File: src/rtl/spi_pkg.sv
// Shared types for the SPI slave: frame FSM states.
package spi_pkg;

  typedef enum logic [1:0] {
    IDLE  = 2'd0,
    SHIFT = 2'd1,
    DONE  = 2'd2
  } spi_state_t;

endpackage

File: src/rtl/spi_slave_sync_sync2.sv
// Two-flop synchronizer for one asynchronous bit.
// No reset: the chain keeps tracking its input through reset, so a cs_n that
// stays low across reset is never mistaken for a new falling edge.
module sync2 (
  input  logic clk,
  input  logic d,
  output logic q
);

  logic meta;

  always_ff @(posedge clk) begin
    meta <= d;
    q    <= meta;
  end

endmodule

File: src/rtl/spi_slave_sync.sv
// SPI slave oversampled in the clk domain: synchronized sck/cs_n/sdo, edge
// detection, frame FSM, tx holding register and rx word output.
module spi_slave_sync
  import spi_pkg::*;
#(
  parameter int unsigned WIDTH     = 10,
  parameter bit          CPOL      = 1'b0,
  parameter bit          CPHA      = 1'b0,
  parameter bit          MSB_FIRST = 1'b1
) (
  input  logic             clk,
  input  logic             reset,
  input  logic             sck,
  input  logic             cs_n,
  input  logic             sdo,
  output logic             sdi,
  input  logic [WIDTH-1:0] tx_data,
  input  logic             tx_valid,
  output logic             tx_ready,
  output logic [WIDTH-1:0] rx_data,
  output logic             rx_valid,
  output logic             frame_err,
  output logic             underrun
);

  localparam int unsigned CW = $clog2(WIDTH + 1);

  logic sck_s, cs_s, sdo_s;
  logic sck_d, cs_d;

  sync2 u_sync_sck (.clk(clk), .d(sck),  .q(sck_s));
  sync2 u_sync_cs  (.clk(clk), .d(cs_n), .q(cs_s));
  sync2 u_sync_sdo (.clk(clk), .d(sdo),  .q(sdo_s));

  // Third stage for edge detection; unreset for the same reason as sync2.
  always_ff @(posedge clk) begin
    sck_d <= sck_s;
    cs_d  <= cs_s;
  end

  logic cs_fall, cs_rise, lead, trail, samp_edge, shift_edge;

  assign cs_fall    = cs_d & ~cs_s;
  assign cs_rise    = ~cs_d & cs_s;
  assign lead       = (sck_d == CPOL) && (sck_s != CPOL);
  assign trail      = (sck_d != CPOL) && (sck_s == CPOL);
  assign samp_edge  = CPHA ? trail : lead;
  assign shift_edge = CPHA ? lead : trail;

  function automatic logic first_bit(input logic [WIDTH-1:0] w);
    return MSB_FIRST ? w[WIDTH-1] : w[0];
  endfunction

  function automatic logic [WIDTH-1:0] shift_out(input logic [WIDTH-1:0] w);
    return MSB_FIRST ? {w[WIDTH-2:0], 1'b0} : {1'b0, w[WIDTH-1:1]};
  endfunction

  spi_state_t       state;
  logic [CW-1:0]    cnt;
  logic [WIDTH-1:0] tx_sr;
  logic [WIDTH-1:0] rx_sr;
  logic [WIDTH-1:0] hold;
  logic [WIDTH-1:0] rx_next;
  logic [WIDTH-1:0] load_word;
  logic             accept;

  assign rx_next   = MSB_FIRST ? {rx_sr[WIDTH-2:0], sdo_s} : {sdo_s, rx_sr[WIDTH-1:1]};
  assign load_word = tx_ready ? '0 : hold;
  assign accept    = tx_valid & tx_ready;

  always_ff @(posedge clk) begin
    if (reset) begin
      state     <= IDLE;
      cnt       <= '0;
      tx_sr     <= '0;
      rx_sr     <= '0;
      hold      <= '0;
      rx_data   <= '0;
      tx_ready  <= 1'b1;
      rx_valid  <= 1'b0;
      frame_err <= 1'b0;
      underrun  <= 1'b0;
      sdi       <= 1'b0;
    end else begin
      rx_valid  <= 1'b0;
      frame_err <= 1'b0;
      underrun  <= 1'b0;

      if (accept) begin
        hold     <= tx_data;
        tx_ready <= 1'b0;
      end

      case (state)
        IDLE: begin
          sdi <= 1'b0;
          // Frame start uses the old holding value; a coincident write is kept for the next frame.
          if (cs_fall) begin
            state    <= SHIFT;
            cnt      <= '0;
            rx_sr    <= '0;
            underrun <= tx_ready;
            tx_ready <= ~accept;
            if (CPHA) begin
              tx_sr <= load_word;
              sdi   <= 1'b0;
            end else begin
              tx_sr <= shift_out(load_word);
              sdi   <= first_bit(load_word);
            end
          end
        end

        SHIFT: begin
          if (cs_rise) begin
            state     <= IDLE;
            frame_err <= 1'b1;
            sdi       <= 1'b0;
          end else begin
            if (shift_edge) begin
              sdi   <= first_bit(tx_sr);
              tx_sr <= shift_out(tx_sr);
            end
            if (samp_edge) begin
              rx_sr <= rx_next;
              cnt   <= cnt + CW'(1);
              if (cnt == CW'(WIDTH - 1)) begin
                state    <= DONE;
                rx_data  <= rx_next;
                rx_valid <= 1'b1;
                sdi      <= 1'b0;
              end
            end
          end
        end

        DONE: begin
          sdi <= 1'b0;
          if (cs_rise) state <= IDLE;
        end

        default: state <= IDLE;
      endcase
    end
  end

endmodule

File: config.mk
export PLATFORM = sky130hd
export DESIGN_NAME = spi_slave_sync
export DESIGN_NICKNAME = d
export VERILOG_FILES = /design/src/rtl/spi_pkg.sv /design/src/rtl/spi_slave_sync_sync2.sv /design/src/rtl/spi_slave_sync.sv
export SDC_FILE = /design/constraint.sdc
export NUM_CORES = 1
export LEC_CHECK = 0
export ABC_AREA = 1
export ABC_CLOCK_PERIOD_IN_PS = 2000
export BUFFER_PORTS_ARGS = -buffer_cell sky130_fd_sc_hd__buf_2
export CAP_MARGIN = 20
export CORE_UTILIZATION = 59
export DETAILED_ROUTE_END_ITERATION = 8
export GPL_TIMING_DRIVEN = 0
export HOLD_SLACK_MARGIN = 0.15
export PLACE_DENSITY_LB_ADDON = 0.2
export SLEW_MARGIN = 20
export SYNTH_ARGS = -nofsm -noshare
export SYNTH_HDL_FRONTEND = slang
export SYNTH_SLANG_ARGS = --single-unit
File: constraint.sdc
create_clock -name clk -period 2 [get_ports clk]
set_input_delay 0.4 -clock clk [delete_from_list [all_inputs] [get_ports clk]]
set_output_delay 0.4 -clock clk [all_outputs]
set_load 0.005 [all_outputs]
==> results of run 1 <==
## state kept, by name (all words and copies together), names as in the netlist, 2 cells and up
name     flops
cnt          4
hold        10
rx_data     10
rx_sr        9
state        2
tx_sr        9
## per-stage QoR
stage,utilization (%),instances,hold slack [ns],power [mW]
2_1_floorplan,-,323,0.310,1.65
3_3_place_gp,68.9,400,0.312,1.74
3_5_place_dp,68.9,400,0.314,1.75
4_1_cts,74.1,415,0.162,2.80
5_1_grt,74.1,415,0.156,2.95
6_report,74.1,415,0.172,2.79
## power groups by stage
stage	clock [mW]	sequential, mW	combinational [mW]
6_report	1.05	1.29	0.454
5_1_grt	1.13	1.30	0.524
3_3_place_gp	0	1.30	0.436
4_1_cts	1.07	1.28	0.453
3_5_place_dp	0	1.31	0.446
2_1_floorplan	0	1.30	0.355
## cell usage in the layout (no fill, tap or decap)
cell type	Yosys	final
xnor2_1	1	1
buf_6	6	6
bufinv_16	0	1
nand4_1	2	2
nand2_2	5	5
nand3_4	2	2
a31oi_1	1	1
nor2_1	73	73
clkbuf_1	4	5
nand3_2	1	1
o21ai_0	27	27
o22ai_1	7	7
inv_1	31	31
a21oi_2	2	2
inv_2	4	4
buf_2	4	33
clkbuf_8	0	11
a21oi_1	12	12
nand2_1	70	70
nand3_1	6	6
nor2_4	1	1
nor3_1	1	1
clkinv_2	0	2
ha_1	6	6
dfxtp_1	57	57
## area by class of cell
type	count	area (um^2)	share of cell area (%)
clock buffers	12	155	5.55
inverters	35	131	4.70
multi-input cells	217	1020	36.5
clock inverters	3	40.0	1.43
flip-flops and latches	57	1140	40.8
plain buffers	14	103	3.67
well taps	48	60.1	2.15
repair buffers	29	145	5.19
## layer usage
metal / vias to the layer above / routed length (um)
met5: - / 0
met4: 0 / 109
met2: 56 / 2300
li1: 1086 / -
met3: 12 / 282
met1: 969 / 2100
## worst max path at each step
| stage | from | endpoint | slack [ns] | cells after the start |
|---|---|---|---|---|
| after floorplan | state[1] | rx_sr[1] | 0.60 | 10 |
| after global placement | state[1] | rx_sr[3] | 0.45 | 10 |
| after detailed placement | state[1] | rx_sr[3] | 0.43 | 10 |
| after CTS | state[1] | tx_sr[2] | 0.39 | 8 |
| after global routing | state[1] | tx_sr[2] | 0.18 | 8 |
| final | state[1] | tx_sr[2] | 0.39 | 8 |
## cell families (layout without fill, tap and decap cells)
kind of cell | Yosys count | in the layout | share of synthesized area, %
flip-flops | 57 | 57 | 47.7
AND/OR/NAND/NOR | 161 | 161 | 28.1
buffers and inverters | 49 | 93 | 9.77
XOR/XNOR | 1 | 1 | 0.366
adder cells (fa/ha/maj) | 6 | 6 | 3.14
AO/OA/AOI/OAI | 49 | 49 | 11.0
==> run summary, run 1 <==
RSZ-0062 raised after global routing: false
FF-to-FF End: tx_sr[2]
Worst Path Max Fanout: 9
Number of remaining DRC errors: 0
DPL Wire Length: 3.27 mm
DRT Wirelength: 4.79 mm
Peak supply drop: 0.593 mV
Post-synth top area cell: dfxtp_1
CTS hold repair buffers: 0
Placed cell areas: 2600 um^2
Antenna Nets Post-Route: 0
Core area: 3770 um^2
Clk pwr share: 37.7%
Cell Rows: 22
Top cells by area, synth: dfxtp_1, nor2_1, nand2_1
Dpl ws: 0.430 ns
Antenna fix cells: 0
Clk_lat worst skew: 0.33 ns
Yosys Warn Count: 0
Port bufs: 29
Wirelength per Cell: 11.5 um
Initial cell density of the core: 63.5%
Crit-path slowest cell: dfxtp_1
Grt peak-use layer: met2
Sequential power share: 46.1%
First-pass GRT wire length: 8.27 mm
Total CTS buffers: 9
Switch Pwr: 0.761 mW
Die ar.: 4320 um^2
CTS Sinks: 57
Worst Path Arrival: 1.87 ns
Count leader, synth: nor2_1
Syn Std Cell Area: 2390 um^2
TNS Setup: 0 ns
Mapped Nets: 345
Final min period: 1.61 ns
Layout cell share with drive strength beyond 1: 18.5%
Most frequent cells after synthesis: nor2_1, nand2_1, dfxtp_1, inv_1, o21ai_0
Crit path cell chain: inv_1, ha_1, buf_6, inv_2, nand2_1, o21ai_0, nor2_1, nor2_1
Post-CTS resize count: 0
Gate power share: 16.3%
WHS Path Cells: 1
Synthesized flop and latch total: 57
Vias per cell: 5.12
Critical R2R Launch: state[1]
Run status: finished clean
DR pass1 iterations: 4
Crit share post-route: 80.4%
Crit. End Element: flop
Worst Hold Path EP: u_sync_sck.meta
Worst-Margin Slew: 0.511 ns
Die Wd: 65.7 um
Filler instances: 298
WP data required: 2.26 ns
Slew margin rel.: 65.9%
Met3 usage: 9.38%
Pwr/cell area: 999 nW/um^2
CTS tree: done
Vias in the first global route: 1948
WP buf/inv: 3
Netlist cell types: 22
Post-CTS Setup Inserts: 0
Post-synth EDFFs: 0
Total track usage: 25.8%
R2R depth: 8
Cell mode on critical path: nor2_1
# IOs: 31
Routed vias: 2123
Clock skew: 0.00863 ns
Final hold viol count: 0
Total grt overflow: 0
Leak: 1.32 nW
R2R setup slack: 0.39 ns
Sw Share: 27.3%
Drt initial violations: 149
Die Y-Extent: 65.7 um
Initial antenna violation count: 0
Hold Path Origin: sck
M1 GR Usage: 29.5%
Synth Instances: 323
Design area: 2790 um^2
Max-Cap Viols: 0
Maximum clock insertion buffer count: 2
Pin count of the biggest net entering global routing: 11
Crit path max-delay family: simple AND/OR/NAND/NOR gates
Synth-to-layout area growth: 16.7%
Setup CP Type: reg2reg
Syn_area_per_cell: 7.41 um^2
Internal power: 2.03 mW
Sequential area share after synthesis: 47.7%
Top-area cell type share of the netlist area: 47.7%
Gpl congestion: 0.823
CP max stage delay: 0.36 ns
Setup crit start kind: flop
F_max: 0.622 GHz
Clock transition at path regs: 0.06 ns
H-tree depth: 3
CTS root buffer: clkbuf_8
Hold WC Path Type: in2reg
Final WS setup: 0.392 ns
M2 GR Usage: 42.6%
Max Slew Vio Count: 0
Final setup fails: 0
Fin nets: 385
Ys flop type: dfxtp_1
Asr flop ratio synth: 0%
(Power assumes the default switching activity.)
==> run 2, diff against run 1 <==
--- a/config.mk
+++ b/config.mk
@@ -6,10 +6,10 @@
 export NUM_CORES = 1
 export LEC_CHECK = 0
 export ABC_AREA = 1
-export ABC_CLOCK_PERIOD_IN_PS = 2000
+export ABC_CLOCK_PERIOD_IN_PS = 1600
 export BUFFER_PORTS_ARGS = -buffer_cell sky130_fd_sc_hd__buf_2
 export CAP_MARGIN = 20
-export CORE_UTILIZATION = 59
+export CORE_UTILIZATION = 56
 export DETAILED_ROUTE_END_ITERATION = 8
 export GPL_TIMING_DRIVEN = 0
 export HOLD_SLACK_MARGIN = 0.15
==> constraint.sdc (replaced) <==
create_clock -name clk -period 1.6 [get_ports clk]
set_input_delay 0.32 -clock clk [delete_from_list [all_inputs] [get_ports clk]]
set_output_delay 0.32 -clock clk [all_outputs]
set_load 0.005 [all_outputs]
==> run 2 against run 1 <==
Combinational power rose by 40%. Worst setup slack got worse by 0.31 ns. Fmax up 5.8%. Critical path type unchanged.
==> run summary, run 2 (same netlist as run 1, synthesis figures left out) <==
Peak supply drop: 0.811 mV (was 0.593 mV)
Total chip power: 3.64 mW (was 2.79 mW)
FF-to-FF End: rx_sr[2] (was tx_sr[2])
Setup CP Type: reg2reg (unchanged)
CP max stage delay: 0.35 ns (was 0.36 ns)
Layout cell share with drive strength beyond 1: 22.1% (was 18.5%)
Commonest non-fill, non-tap cell in the layout: nor2_1 (unchanged)
Vias in the first global route: 1852 (was 1948)
Antenna Nets Post-Route: 0 (unchanged)
Total grt overflow: 0 (unchanged)
Setup crit start kind: flop (unchanged)
Worst-Margin Slew: 0.514 ns (was 0.511 ns)
CTS Sinks: 57 (unchanged)
Dpl ws: 0.0253 ns (was 0.430 ns)
Hold WC Path Type: in2reg (unchanged)
F_max: 0.658 GHz (was 0.622 GHz)
TNS Setup: 0 ns (unchanged)
Die ar.: 4540 um^2 (was 4320 um^2)
Total track usage: 24.9% (was 25.8%)
Vias per cell: 4.93 (was 5.12)
Slew margin rel.: 65.7% (was 65.9%)
Routed vias: 2095 (was 2123)
Pin count of the biggest net entering global routing: 11 (unchanged)
Drt initial violations: 129 (was 149)
Pwr/cell area: 1240 nW/um^2 (was 999 nW/um^2)
Crit share post-route: 95.0% (was 80.4%)
Cell Rows: 23 (was 22)
Port bufs: 29 (unchanged)
Top Registers: hold x10, rx_data x10 (unchanged)
Die Y-Extent: 67.4 um (was 65.7 um)
Leak: 1.36 nW (was 1.32 nW)
Core area: 4060 um^2 (was 3770 um^2)
Wirelength per Cell: 11.9 um (was 11.5 um)
Critical R2R Launch: state[1] (unchanged)
Finished Core Util: 72.1% (was 74.1%)
Crit. End Element: flop (unchanged)
Antenna fix cells: 0 (unchanged)
Number of remaining DRC errors: 0 (unchanged)
Final hold viol count: 0 (unchanged)
First-pass GRT wire length: 8.11 mm (was 8.27 mm)
Worst Path Arrival: 1.75 ns (was 1.87 ns)
H-tree depth: 3 (unchanged)
Clock transition at path regs: 0.06 ns (about the same)
Maximum clock insertion buffer count: 2 (unchanged)
Max-Cap Viols: 0 (unchanged)
WHS Path Cells: 2 (was 1)
WP data required: 1.83 ns (was 2.26 ns)
Clock skew: 0.00909 ns (was 0.00863 ns)
# IOs: 31 (unchanged)
Non-Filler Instances: 425 (was 415)
Crit-path slowest cell: dfxtp_2 (was dfxtp_1)
DPL Wire Length: 3.30 mm (was 3.27 mm)
Synth-to-layout area growth: 22.2% (was 16.7%)
Total CTS buffers: 9 (unchanged)
DRT Wirelength: 5.07 mm (was 4.79 mm)
Hold Path Origin: reset (was sck)
DR pass1 iterations: 4 (unchanged)
Run status: finished clean (unchanged)
Final WS setup: 0.0800 ns (was 0.392 ns)
Final setup fails: 0 (unchanged)
Fin nets: 392 (was 385)
Initial antenna violation count: 0 (unchanged)
R2R setup slack: 0.08 ns (was 0.39 ns)
DP Cell Count: 402 (was 400)
Worst Path Max Fanout: 10 (was 9)
CTS root buffer: clkbuf_8 (unchanged)
Worst Hold Path EP: cnt[2] (was u_sync_sck.meta)
CTS tree: done (unchanged)
Gpl congestion: 0.799 (was 0.823)
Clk_lat worst skew: 0.34 ns (was 0.33 ns)
R2R depth: 10 (was 8)
Initial cell density of the core: 59.0% (was 63.5%)
Most frequent cells in the layout: nor2_1, nand2_1, dfxtp_1, buf_2, inv_1 (unchanged)
Final min period: 1.52 ns (was 1.61 ns)
Crit path cell chain: inv_2, ha_2, buf_6, nand3_4, nand2_2, nor2_4, buf_6, nand2_1, nand2_1, nor2_1 (was inv_1, ha_1, buf_6, inv_2, nand2_1, o21ai_0, nor2_1, nor2_1)
Max Slew Vio Count: 0 (unchanged)
Die Wd: 67.4 um (was 65.7 um)
## run 2: changes by cell type in the layout (fill, tap and decap cells not counted), sizes merged
cell and change:
buf +3, dlygate4sd3 +3, clkbuf +3, clkinv -1
## run 2: worst max-delay path by stage
stage / from / to / slack (ns)
2_1_floorplan: state[1] / rx_sr[1] / 0.20
3_3_place_gp: state[1] / rx_sr[3] / 0.03
5_1_grt: state[1] / rx_data[5] / -0.02
6_report: state[1] / rx_sr[2] / 0.08
4_1_cts: state[1] / rx_sr[3] / 0.01
3_5_place_dp: state[1] / rx_sr[2] / 0.03
## run 2: layer usage
layer / GRT usage [%] / up-vias / part of all wire (%)
met5: 0 / - / 0
met4: 13.6 / 0 / 1.4
met3: 5.57 / 8 / 5.1
met2: 40.8 / 54 / 48
met1: 30.1 / 937 / 45
li1: - / 1096 / -
## run 2: layout make-up
class | instances | area, um^2
clock inverters | 2 | 35.0
flip-flops and latches | 57 | 1150
fillers | 336 | 1130
well taps | 50 | 62.6
repair buffers | 36 | 223
multi-input cells | 217 | 1050
plain buffers | 14 | 106
clock buffers | 14 | 173
inverters | 35 | 131
## run 2: worst max-delay path, delay by kind of cell, from the launching register on
family / cells / cell delay [ns]
adders and majority gates: 1 / 0.17
buffers and inverters: 3 / 0.36
DFF: 1 / 0.35
and+or+nand+nor: 6 / 0.52
## run 2: stage by stage
step                      hold slack (ns)  instance area, um^2
after global placement              0.310                 2600
final                               0.170                 2930
after detailed placement            0.313                 2600
after CTS                           0.163                 2840
after global routing                0.170                 2930
after floorplan                     0.310                 2390
## run 2: timing repair
action,in CTS,in global routing
hold buffers,3,0
endpoints found under the setup margin,3,26
cloned,0,1
pin swaps,0,2
setup buffers,0,3
hold endpoints to repair,3,0
gates resized for setup,1,15
## run 2: where the power goes
group	switching [mW]	internal [mW]	total, mW
logic	0.381	0.255	0.636
clock network	0.547	0.845	1.39
registers	0.0707	1.54	1.61
total	0.998	2.64	3.64
